**src/rtl/jtdd_sync_meas.sv**
```systemverilog
// jtdd_sync_meas -- video timing receiver and geometry analyser.
//
// Watches the HS/VS/HBL/VBL set from a timing generator, recovers the pixel
// and line position, measures line/frame geometry and declares lock once two
// consecutive frames measure identically. All activity is qualified by
// pxl_cen; every edge detection compares the live input with the sample taken
// on the previous pixel enable.
//
// Ports:
//   clk      system clock
//   rst      synchronous, active-low reset
//   pxl_cen  pixel clock enable
//   HS, VS   horizontal / vertical sync, active high
//   HBL, VBL horizontal / vertical blank, active high
//   hcnt     pixel position in the line (0 on the first active pixel)
//   vcnt     active line number (0 on the first active line)
//   htotal   pixels per line, HS rise to HS rise
//   hactive  pixels per line with HBL low
//   vtotal   lines per frame, HS rises between VS rises
//   vactive  lines per frame whose HS rise saw VBL low
//   locked   geometry stable
//   err      one-clock pulse on lock loss or internal counter saturation
module jtdd_sync_meas #(
    parameter int CW = 9
) (
    input  logic          clk,
    input  logic          rst,
    input  logic          pxl_cen,
    input  logic          HS,
    input  logic          VS,
    input  logic          HBL,
    input  logic          VBL,
    output logic [CW-1:0] hcnt,
    output logic [CW-1:0] vcnt,
    output logic [CW-1:0] htotal,
    output logic [CW-1:0] hactive,
    output logic [CW-1:0] vtotal,
    output logic [CW-1:0] vactive,
    output logic          locked,
    output logic          err
);

    localparam logic [CW-1:0] MAXV   = {CW{1'b1}};
    localparam logic [CW-1:0] ONE    = {{(CW-1){1'b0}}, 1'b1};
    localparam logic [CW-1:0] SAT_M1 = MAXV - ONE;

    typedef enum logic [1:0] {
        ST_SEARCH  = 2'd0,
        ST_MEASURE = 2'd1,
        ST_CHECK   = 2'd2,
        ST_LOCKED  = 2'd3
    } state_t;

    state_t        r_state;
    state_t        w_state_nx;
    logic          r_hs, r_vs, r_hbl, r_vbl;
    logic [CW-1:0] r_pcnt, r_acnt, r_lcnt, r_lact;
    logic [CW-1:0] r_last_htot, r_last_hact;
    logic [CW-1:0] r_c_htot, r_c_hact, r_c_vtot, r_c_vact;

    logic          w_hs_rise, w_vs_rise, w_hbl_fall, w_vbl_fall;
    logic [CW-1:0] w_ltot, w_lact, w_ftot, w_fact, w_fh_tot, w_fh_act;
    logic          w_sat, w_line_mis, w_frame_mis, w_cand_eq;
    logic          w_err_nx, w_publish, w_cand_load;

    function automatic logic [CW-1:0] f_inc(input logic [CW-1:0] v);
        return (v == MAXV) ? v : v + ONE;
    endfunction

    assign w_hs_rise  = pxl_cen &  HS  & ~r_hs;
    assign w_vs_rise  = pxl_cen &  VS  & ~r_vs;
    assign w_hbl_fall = pxl_cen & ~HBL &  r_hbl;
    assign w_vbl_fall = pxl_cen & ~VBL &  r_vbl;

    // The pixel carrying the HS rise still belongs to the line it ends.
    assign w_ltot = f_inc(r_pcnt);
    assign w_lact = HBL ? r_acnt : f_inc(r_acnt);
    // Likewise an HS rise on the VS-rise pixel is counted into the ending frame.
    assign w_ftot = w_hs_rise ? f_inc(r_lcnt) : r_lcnt;
    assign w_fact = (w_hs_rise && !VBL) ? f_inc(r_lact) : r_lact;
    // Horizontal figures for a frame come from the last complete line.
    assign w_fh_tot = w_hs_rise ? w_ltot : r_last_htot;
    assign w_fh_act = w_hs_rise ? w_lact : r_last_hact;

    // Flag the step that takes an internal counter onto its ceiling.
    assign w_sat = pxl_cen && (r_state != ST_SEARCH) &&
                   ((!w_hs_rise && (r_pcnt == SAT_M1)) ||
                    (!w_hs_rise && !HBL && (r_acnt == SAT_M1)) ||
                    (w_hs_rise && !w_vs_rise && (r_lcnt == SAT_M1)) ||
                    (w_hs_rise && !w_vs_rise && !VBL && (r_lact == SAT_M1)));

    assign w_line_mis  = w_hs_rise && ((w_ltot != htotal) || (w_lact != hactive));
    assign w_frame_mis = w_vs_rise && ((w_ftot != vtotal) || (w_fact != vactive));
    assign w_cand_eq   = (w_fh_tot == r_c_htot) && (w_fh_act == r_c_hact) &&
                         (w_ftot == r_c_vtot) && (w_fact == r_c_vact);

    // State register.
    always_ff @(posedge clk) begin
        if (!rst) begin
            r_state <= ST_SEARCH;
        end else if (pxl_cen) begin
            r_state <= w_state_nx;
        end
    end

    // Next-state logic; frame-level moves happen only on a VS rise.
    always_comb begin
        w_state_nx = r_state;
        if (w_sat) begin
            w_state_nx = ST_SEARCH;
        end else begin
            case (r_state)
                ST_SEARCH:  w_state_nx = w_vs_rise ? ST_MEASURE : ST_SEARCH;
                ST_MEASURE: w_state_nx = w_vs_rise ? ST_CHECK : ST_MEASURE;
                ST_CHECK:   w_state_nx = (w_vs_rise && w_cand_eq) ? ST_LOCKED : ST_CHECK;
                ST_LOCKED:  w_state_nx = (w_line_mis || w_frame_mis) ? ST_CHECK : ST_LOCKED;
                default:    w_state_nx = ST_SEARCH;
            endcase
        end
    end

    // Per-state actions: error pulse, candidate reload, publishing on lock.
    always_comb begin
        w_err_nx    = 1'b0;
        w_publish   = 1'b0;
        w_cand_load = 1'b0;
        if (w_sat) begin
            w_err_nx = 1'b1;
        end else begin
            case (r_state)
                ST_MEASURE: begin
                    w_cand_load = w_vs_rise;
                end
                ST_CHECK: begin
                    w_publish   = w_vs_rise & w_cand_eq;
                    w_cand_load = w_vs_rise & ~w_cand_eq;
                end
                ST_LOCKED: begin
                    w_err_nx    = w_line_mis | w_frame_mis;
                    w_cand_load = w_line_mis | w_frame_mis;
                end
                default: begin
                    w_err_nx    = 1'b0;
                    w_publish   = 1'b0;
                    w_cand_load = 1'b0;
                end
            endcase
        end
    end

    // Sampling, counters, candidate and published measurements.
    always_ff @(posedge clk) begin
        if (!rst) begin
            r_hs        <= 1'b0;
            r_vs        <= 1'b0;
            r_hbl       <= 1'b0;
            r_vbl       <= 1'b0;
            r_pcnt      <= '0;
            r_acnt      <= '0;
            r_lcnt      <= '0;
            r_lact      <= '0;
            r_last_htot <= '0;
            r_last_hact <= '0;
            r_c_htot    <= '0;
            r_c_hact    <= '0;
            r_c_vtot    <= '0;
            r_c_vact    <= '0;
            hcnt        <= '0;
            vcnt        <= '0;
            htotal      <= '0;
            hactive     <= '0;
            vtotal      <= '0;
            vactive     <= '0;
            locked      <= 1'b0;
            err         <= 1'b0;
        end else if (pxl_cen) begin
            r_hs   <= HS;
            r_vs   <= VS;
            r_hbl  <= HBL;
            r_vbl  <= VBL;
            err    <= w_err_nx;
            locked <= (w_state_nx == ST_LOCKED);
            // Counting starts afresh on the VS rise that leaves SEARCH.
            if ((r_state == ST_SEARCH) || w_sat) begin
                r_pcnt      <= '0;
                r_acnt      <= '0;
                r_lcnt      <= '0;
                r_lact      <= '0;
                r_last_htot <= '0;
                r_last_hact <= '0;
                hcnt        <= '0;
                vcnt        <= '0;
            end else begin
                hcnt <= w_hbl_fall ? '0 : f_inc(hcnt);
                if (w_vbl_fall) begin
                    vcnt <= '0;
                end else if (w_hs_rise && !VBL) begin
                    vcnt <= f_inc(vcnt);
                end
                if (w_hs_rise) begin
                    r_pcnt      <= '0;
                    r_acnt      <= '0;
                    r_last_htot <= w_ltot;
                    r_last_hact <= w_lact;
                end else begin
                    r_pcnt <= f_inc(r_pcnt);
                    r_acnt <= w_lact;
                end
                if (w_vs_rise) begin
                    r_lcnt <= '0;
                    r_lact <= '0;
                end else begin
                    r_lcnt <= w_ftot;
                    r_lact <= w_fact;
                end
            end
            if (w_cand_load) begin
                r_c_htot <= w_fh_tot;
                r_c_hact <= w_fh_act;
                // A line mismatch mid-frame has no new frame figures yet.
                r_c_vtot <= w_vs_rise ? w_ftot : vtotal;
                r_c_vact <= w_vs_rise ? w_fact : vactive;
            end
            if (w_publish) begin
                htotal  <= w_fh_tot;
                hactive <= w_fh_act;
                vtotal  <= w_ftot;
                vactive <= w_fact;
            end
        end else begin
            err <= 1'b0;
        end
    end

endmodule

```
**config.mk**
```make
export PLATFORM = sky130hd
export DESIGN_NAME = jtdd_sync_meas
export DESIGN_NICKNAME = d
export VERILOG_FILES = /design/src/rtl/jtdd_sync_meas.sv
export SDC_FILE = /design/constraint.sdc
export NUM_CORES = 1
export LEC_CHECK = 0
export CAP_MARGIN = 20
export CORE_ASPECT_RATIO = 0.9
export CORE_MARGIN = 1
export CORE_UTILIZATION = 58
export CTS_CLUSTER_SIZE = 40
export DETAILED_ROUTE_END_ITERATION = 6
export DONT_BUFFER_PORTS = 1
export PLACE_DENSITY = 0.78
export SLEW_MARGIN = 30
export SYNTH_ARGS = -nofsm -noshare
export SYNTH_HDL_FRONTEND = slang
export SYNTH_SLANG_ARGS = --single-unit
```
**constraint.sdc**
```tcl
create_clock -name clk -period 5.7 [get_ports clk]
set_clock_uncertainty 0.1 [all_clocks]
set_input_delay 0.285 -clock clk [delete_from_list [all_inputs] [get_ports clk]]
set_output_delay 0.285 -clock clk [all_outputs]
set_load 0.02 [all_outputs]
```
==> flow_summary.json, run 1 <==
{
  "status": "complete, but fails checks",
  "violations": "design-rule violations",
  "relSlewSlack": 0.367,
  "path_class": "flip-flop to flip-flop",
  "antenna_found_initial": 0,
  "via_per_inst": 6.63,
  "gp_congestion": 0.988,
  "rsz0062_at_grt": "false",
  "clock.fmax_mhz": 225,
  "yosysSeqAreaShare": 0.312,
  "fillers": 1393,
  "total_power_mw": 2.36,
  "nets": 1159,
  "hold_path_class": "primary input to flip-flop",
  "post_cts_buffers": 0,
  "p_per_area_nw_per_um2": 227,
  "drc": 6,
  "clockBufferDepth": 2,
  "cap_viol_max_count": 0,
  "syn_avg_cell_area_um2": 8.19,
  "setup_viol": 0,
  "critPathMaxFanout": 17,
  "tightestPinTransition_ns": 0.946,
  "synth.area.top_cells": "dfxtp_1 31%, mux2i_1 6.5%, nand2_1 4.8%",
  "die_x_um": 139,
  "tritoncts": "built",
  "antenna_cells": 0,
  "synth_cells": 1192,
  "io_buffers": 0,
  "die-area_um2": 17300,
  "peakVddDrop_mv": 0.221,
  "drtPass1Iterations": 7,
  "rrSetupSlack_ns": 1.25,
  "path_clk_slew_ns": 0.06,
  "async_reset_ff_frac": 0,
  "area_growth_syn_to_layout_pct": 6.23,
  "worstSkewPairLatency_ns": 0.43,
  "synth-edff-count": 0,
  "clockRootBuffer": "clkbuf_16",
  "start_util": 0.599,
  "synth_seq_cells": 152,
  "antenna_left": 0,
  "yosysTopAreaCell": "dfxtp_1",
  "drt-initial-drc-count": 1476,
  "synth.net_count": 1211,
  "routedWlPerCell_um": 20.9,
  "synth_adder_area_share": 0.0154,
  "cp-start-kind": "flip-flop",
  "htreeDepth": 4,
  "hold_ws_ns": 0.0117,
  "cts_resized": 0,
  "min_delay_path_depth": 3,
  "crit_arrival_ns": 4.67,
  "vias": 9011,
  "grt_pass1_vias": 8075,
  "min_from": "pxl_cen",
  "track_usage": 0.328,
  "grt.overflow.total": 0,
  "drive_above_1_share": 0.0624,
  "fin_crit_sh": 0.781,
  "synthSimpleGateAreaFrac": 0.265,
  "grt_max_degree": 173,
  "regToRegStartpoint": "r_lact[0]$_SDFFE_PN0P_",
  "synth_top_area_frac": 0.312,
  "dp_hpwl_mm": 19.2,
  "worstRegToRegCells": 12,
  "synthesis.area_um2": 9760,
  "ys.warnings.count": 0,
  "numCtsBuffers": 17,
  "grt_pass1_wl_mm": 44.9,
  "hold_violations": 0,
  "num_rows": 44,
  "fp.dieH_um": 125,
  "synth.mux.area_fraction": 0.0692,
  "cts.sinks": 152,
  "worstSetupStartpoint": "r_lact[0]$_SDFFE_PN0P_",
  "worstSetupEndpointType": "flip-flop",
  "yosys_most_used_dff": "dfxtp_1",
  "yosysUniqueCellTypes": 90,
  "p_leak_nw": 3.63,
  "post-route-min-period_ns": 4.45,
  "setup_tns_ns": 0,
  "final_max_slew_viol_count": 0,
  "required_ns": 5.92,
  "core_um2": 16300,
  "synth_compound_area_frac": 0.211,
  "wirelength_mm": 28.4,
  "synth_top_family_by_area": "simple AND/OR/NAND/NOR gates",
  "synthXorXnorAreaFrac": 0.0703,
  "ios": 63
}
through the flow:
step                      std cells   util  area [µm²]  setup WS, ns
after floorplan                1192      -        9760          2.22
after global placement         1319  0.593        9660          1.42
after detailed placement       1320  0.595        9690          1.43
after CTS                      1360  0.636       10400          1.38
after global routing           1360  0.636       10400         0.996
final                          1360  0.636       10400          1.25
cell usage after synthesis, types with 6 or more instances:
master,count
and4_1,11
mux2i_1,63
nand4_1,22
and2_1,23
nand3_1,37
xor2_1,26
a21oi_1,67
a21boi_0,10
and3b_1,6
nor3_1,24
o211a_1,16
a32oi_1,7
nand2_1,126
nor3b_1,8
nor2_1,63
o21ai_0,71
o21a_1,6
o2111ai_1,8
nor4_1,6
nand2b_1,16
buf_2,33
o211ai_1,16
o22ai_1,9
xnor2_1,47
a22oi_1,15
and3_1,23
nor2b_1,59
inv_1,32
a31oi_1,9
ha_1,12
clkbuf_1,40
buf_6,6
dfxtp_1,152
state kept, by name (all words and copies together), names as in the netlist, 2 cells and up:
signal       flops
r_c_vact         9
r_acnt           9
r_last_hact      9
r_c_vtot         9
r_lcnt           9
r_c_hact         9
vactive          9
htotal           9
vcnt             9
vtotal           9
hcnt             9
r_c_htot         9
r_last_htot      9
r_pcnt           9
r_state          2
hactive          9
r_lact           9
worst paths after layout:
| path | to |
|---|---|
| setup / recovery | r_c_hact[3]$_SDFFE_PN0P_ |
| hold / removal | vcnt[7]$_SDFFE_PN0P_ |
| setup reg to reg | r_c_hact[3]$_SDFFE_PN0P_ |
| hold reg to reg | r_c_vtot[5]$_SDFFE_PN0P_ |
timing repair:
| item | in CTS | in global routing |
|---|---|---|
| hold buffers | 8 | 0 |
| hold endpoints to repair | 148 | 0 |
| setup endpoints to repair | 0 | 0 |
layout by cell type (no fill, tap or decap), drive strengths merged, types with 6 or more instances in the layout:
cell	count
nor3b	8
and3b	6
o21a	6
o211a	16
nor2b	59
dlygate4sd3	6
mux2i	64
nand2b	16
buf	12
and2	23
nor2	64
ha	12
a31oi	9
nor4	11
dfxtp	152
a21boi	14
and4	11
a21oi	69
nand2	126
o2111ai	8
xor2	26
and3	24
inv	35
o22ai	9
a211oi	6
xnor2	47
nand4	23
clkbuf	19
o211ai	16
a32oi	7
nand3	40
o21ai	74
a22oi	15
nor3	24
logic make-up after synthesis:
family,Yosys count
xor+xnor,75
flops,152
mux,66
simple gates,466
fa+ha+maj,12
compound gates,300
buf+inv,121
final cells by class:
cell class	count	area, µm²	area share
clock inverter	13	148	0.0142
clock buffer	19	433	0.0418
sequential	152	3040	0.294
tap	207	259	0.0250
timing repair buffer	18	188	0.0181
multi-input combinational	919	6170	0.596
inverter	32	120	0.0116
routing by layer:
metal / wire length (µm) / track usage / vias up
met4: 841 / 0.124 / 0
met2: 11900 / 0.471 / 522
met5: 0 / 0 / -
li1: - / - / 4217
met1: 12400 / 0.460 / 4206
met3: 3220 / 0.100 / 66
worst max-delay path: stages (launching register included):
cell	delay (ns)
dfxtp_1	0.52
ha_1	0.48
and4_1	0.39
a21o_1	0.27
nor2_1	0.08
a2111oi_0	0.46
o2111ai_1	0.20
nor4_1	0.37
nand4_2	0.27
a221oi_4	0.53
nor2_4	0.22
buf_16	0.23
o211a_1	0.21
power breakdown:
part	switching, mW	internal (mW)	total [mW]
registers	0.00796	1.07	1.07
logic	0.103	0.0473	0.150
clock network	0.482	0.650	1.13
Power figures use the tool's default switching activity.
==> inputs of run 2 (changes only) <==
- clock period: 5.7 -> 4.5 ns (I/O delays scaled with it)
==> run 2 against run 1 <==
The flow still finishes with violations (design-rule violations). Cell count up 1.8%. Critical path depth is the same. Register-to-register slack lost 0.78 ns. Routed wire length grew 2.0%. Design area is 2.2% higher. Sequential share of layout area decreased by 0.64 points. Die area unchanged. Flip-flop and latch count did not move. Global-route usage is 0.78 points higher. Via count is 0.88% higher. Core utilization increased by 1.4 points. Largest cell class unchanged. Highest routed layer unchanged.
==> flow_summary.json, run 2 (same netlist as run 1, synthesis figures left out) <==
{
  "final_max_slew_viol_count": 0,
  "num_rows": 44,
  "routedWlPerCell_um": 20.9,
  "setup_tns_ns": 0,
  "critPathMaxFanout": 34,
  "worstRegToRegCells": 12,
  "min_delay_path_depth": 3,
  "hold_ws_ns": 0.0280,
  "crit_arrival_ns": 4.31,
  "antenna_cells": 0,
  "pwr-share-comb": 0.068,
  "ios": 63,
  "antenna_found_initial": 0,
  "violations": "design-rule violations",
  "clockBufferDepth": 2,
  "grt_max_degree": 174,
  "die-area_um2": 17300,
  "drive_above_1_share": 0.0833,
  "htreeDepth": 4,
  "dp_hpwl_mm": 19.8,
  "drc": 3,
  "fin_crit_sh": 0.897,
  "seqPwrFrac": 0.449,
  "fin_ws_ns": 0.465,
  "p_sw_frac": 0.257,
  "worstSetupEndpointType": "flip-flop",
  "clock.fmax_mhz": 248,
  "setup_viol": 0,
  "vias": 9090,
  "min_from": "pxl_cen",
  "grt_pass1_vias": 8448,
  "fp.dieH_um": 125,
  "post_cts_buffers": 0,
  "cpMaxStageDelayCell": "dfxtp_1",
  "drt-initial-drc-count": 1335,
  "critPathMaxStageDelay_ns": 0.49,
  "antenna_left": 0,
  "dpl-instance-area_um2": 9910,
  "fin_cells": 1384,
  "p_per_area_nw_per_um2": 286,
  "worstSkewPairLatency_ns": 0.44,
  "grt.overflow.total": 0,
  "clockRootBuffer": "clkbuf_16",
  "track_usage": 0.336,
  "drtPass1Iterations": 7,
  "rr_endpoint": "vtotal[2]$_SDFFE_PN0P_",
  "io_buffers": 0,
  "mostFrequentLayoutCells": "152 x dfxtp_1, 126 x nand2_1, 71 x o21ai_0, 67 x a21oi_1",
  "tritoncts": "built",
  "rrSetupSlack_ns": 0.46,
  "post-route-min-period_ns": 4.04,
  "required_ns": 4.78,
  "path_class": "flip-flop to flip-flop",
  "core_um2": 16300,
  "via_per_inst": 6.57,
  "final_common_cell": "dfxtp_1",
  "die_x_um": 139,
  "cp-start-kind": "flip-flop",
  "fin_area_um2": 10600,
  "start_util": 0.599,
  "hold_path_class": "primary input to flip-flop",
  "place_ws_ns": 0.565,
  "status": "complete, but fails checks",
  "postLayoutCoreUtil": 0.650,
  "rsz0062_at_grt": "false",
  "worstHoldEndpoint": "err$_SDFF_PN0_",
  "numCtsBuffers": 17,
  "pwr-share-clk": 0.483,
  "wirelength_mm": 29.0,
  "area_growth_syn_to_layout_pct": 8.60,
  "power.switching_mw": 0.779,
  "relSlewSlack": 0.525,
  "hold_violations": 0,
  "cap_viol_max_count": 0,
  "dp_cells": 1346,
  "tightestPinTransition_ns": 0.712,
  "cts.sinks": 152,
  "grt_pass1_wl_mm": 45.9,
  "peakVddDrop_mv": 0.262,
  "p_leak_nw": 3.78,
  "total_power_mw": 3.03,
  "path_clk_slew_ns": 0.06,
  "internal_power_mw": 2.25,
  "worstSetupStartpoint": "r_lact[0]$_SDFFE_PN0P_",
  "nets": 1184,
  "path_cells": "ha_1 > and4_1 > a21o_1 > nor2_1 > a2111oi_0 > o2111ai_1 > nor4_1 > nand4_2 > nor4_4 > buf_12 > mux2i_1 > and2_1",
  "gp_congestion": 0.992,
  "regToRegStartpoint": "r_lact[0]$_SDFFE_PN0P_"
}
[run 2: final cells by class]
class,instances,area [µm²]
Fill cell,1363,5700
Multi-Input combinational cell,919,6170
Timing Repair Buffer,43,413
Tap cell,207,259
Inverter,32,120
Clock buffer,17,425
Sequential cell,152,3040
Clock inverter,14,164
[run 2: worst max-delay path by stage]
stage,endpoint,slack (ns),cells after the start
global placement,r_c_htot[7]$_SDFFE_PN0P_,0.49,12
floorplan,hactive[2]$_SDFFE_PN0P_,1.02,14
finish,vtotal[2]$_SDFFE_PN0P_,0.46,12
global route,vactive[1]$_SDFFE_PN0P_,0.25,12
CTS,vtotal[2]$_SDFFE_PN0P_,0.54,12
detailed placement,vtotal[2]$_SDFFE_PN0P_,0.57,12
[run 2: what timing repair did]
| action | CTS | global route |
|---|---|---|
| hold buffers | 7 | 0 |
| resized for setup | 0 | 0 |
| hold endpoints to repair | 152 | 0 |
[run 2: power by group through the flow]
stage	clock, mW	combinational [mW]	sequential, mW
2_1_floorplan	0	0.141	1.39
3_3_place_gp	0	0.162	1.39
3_5_place_dp	0	0.164	1.39
4_1_cts	1.47	0.198	1.36
5_1_grt	1.53	0.217	1.36
6_report	1.46	0.204	1.36
[run 2: worst max-delay path, delay by kind of cell, from the launching register on]
family                   cells  cell delay, ns
flip-flops                   1            0.49
AND/OR/NAND/NOR              6            1.56
AO/OA/AOI/OAI                3            0.85
adder cells (fa/ha/maj)      1            0.45
buffers and inverters        1            0.26
multiplexers                 1            0.22
[run 2: layer usage]
metal,part of all wire,vias up,track usage
met3,0.12,72,0.124
met2,0.42,531,0.487
li1,-,4256,-
met4,0.027,0,0.120
met1,0.43,4231,0.456
met5,0,-,0
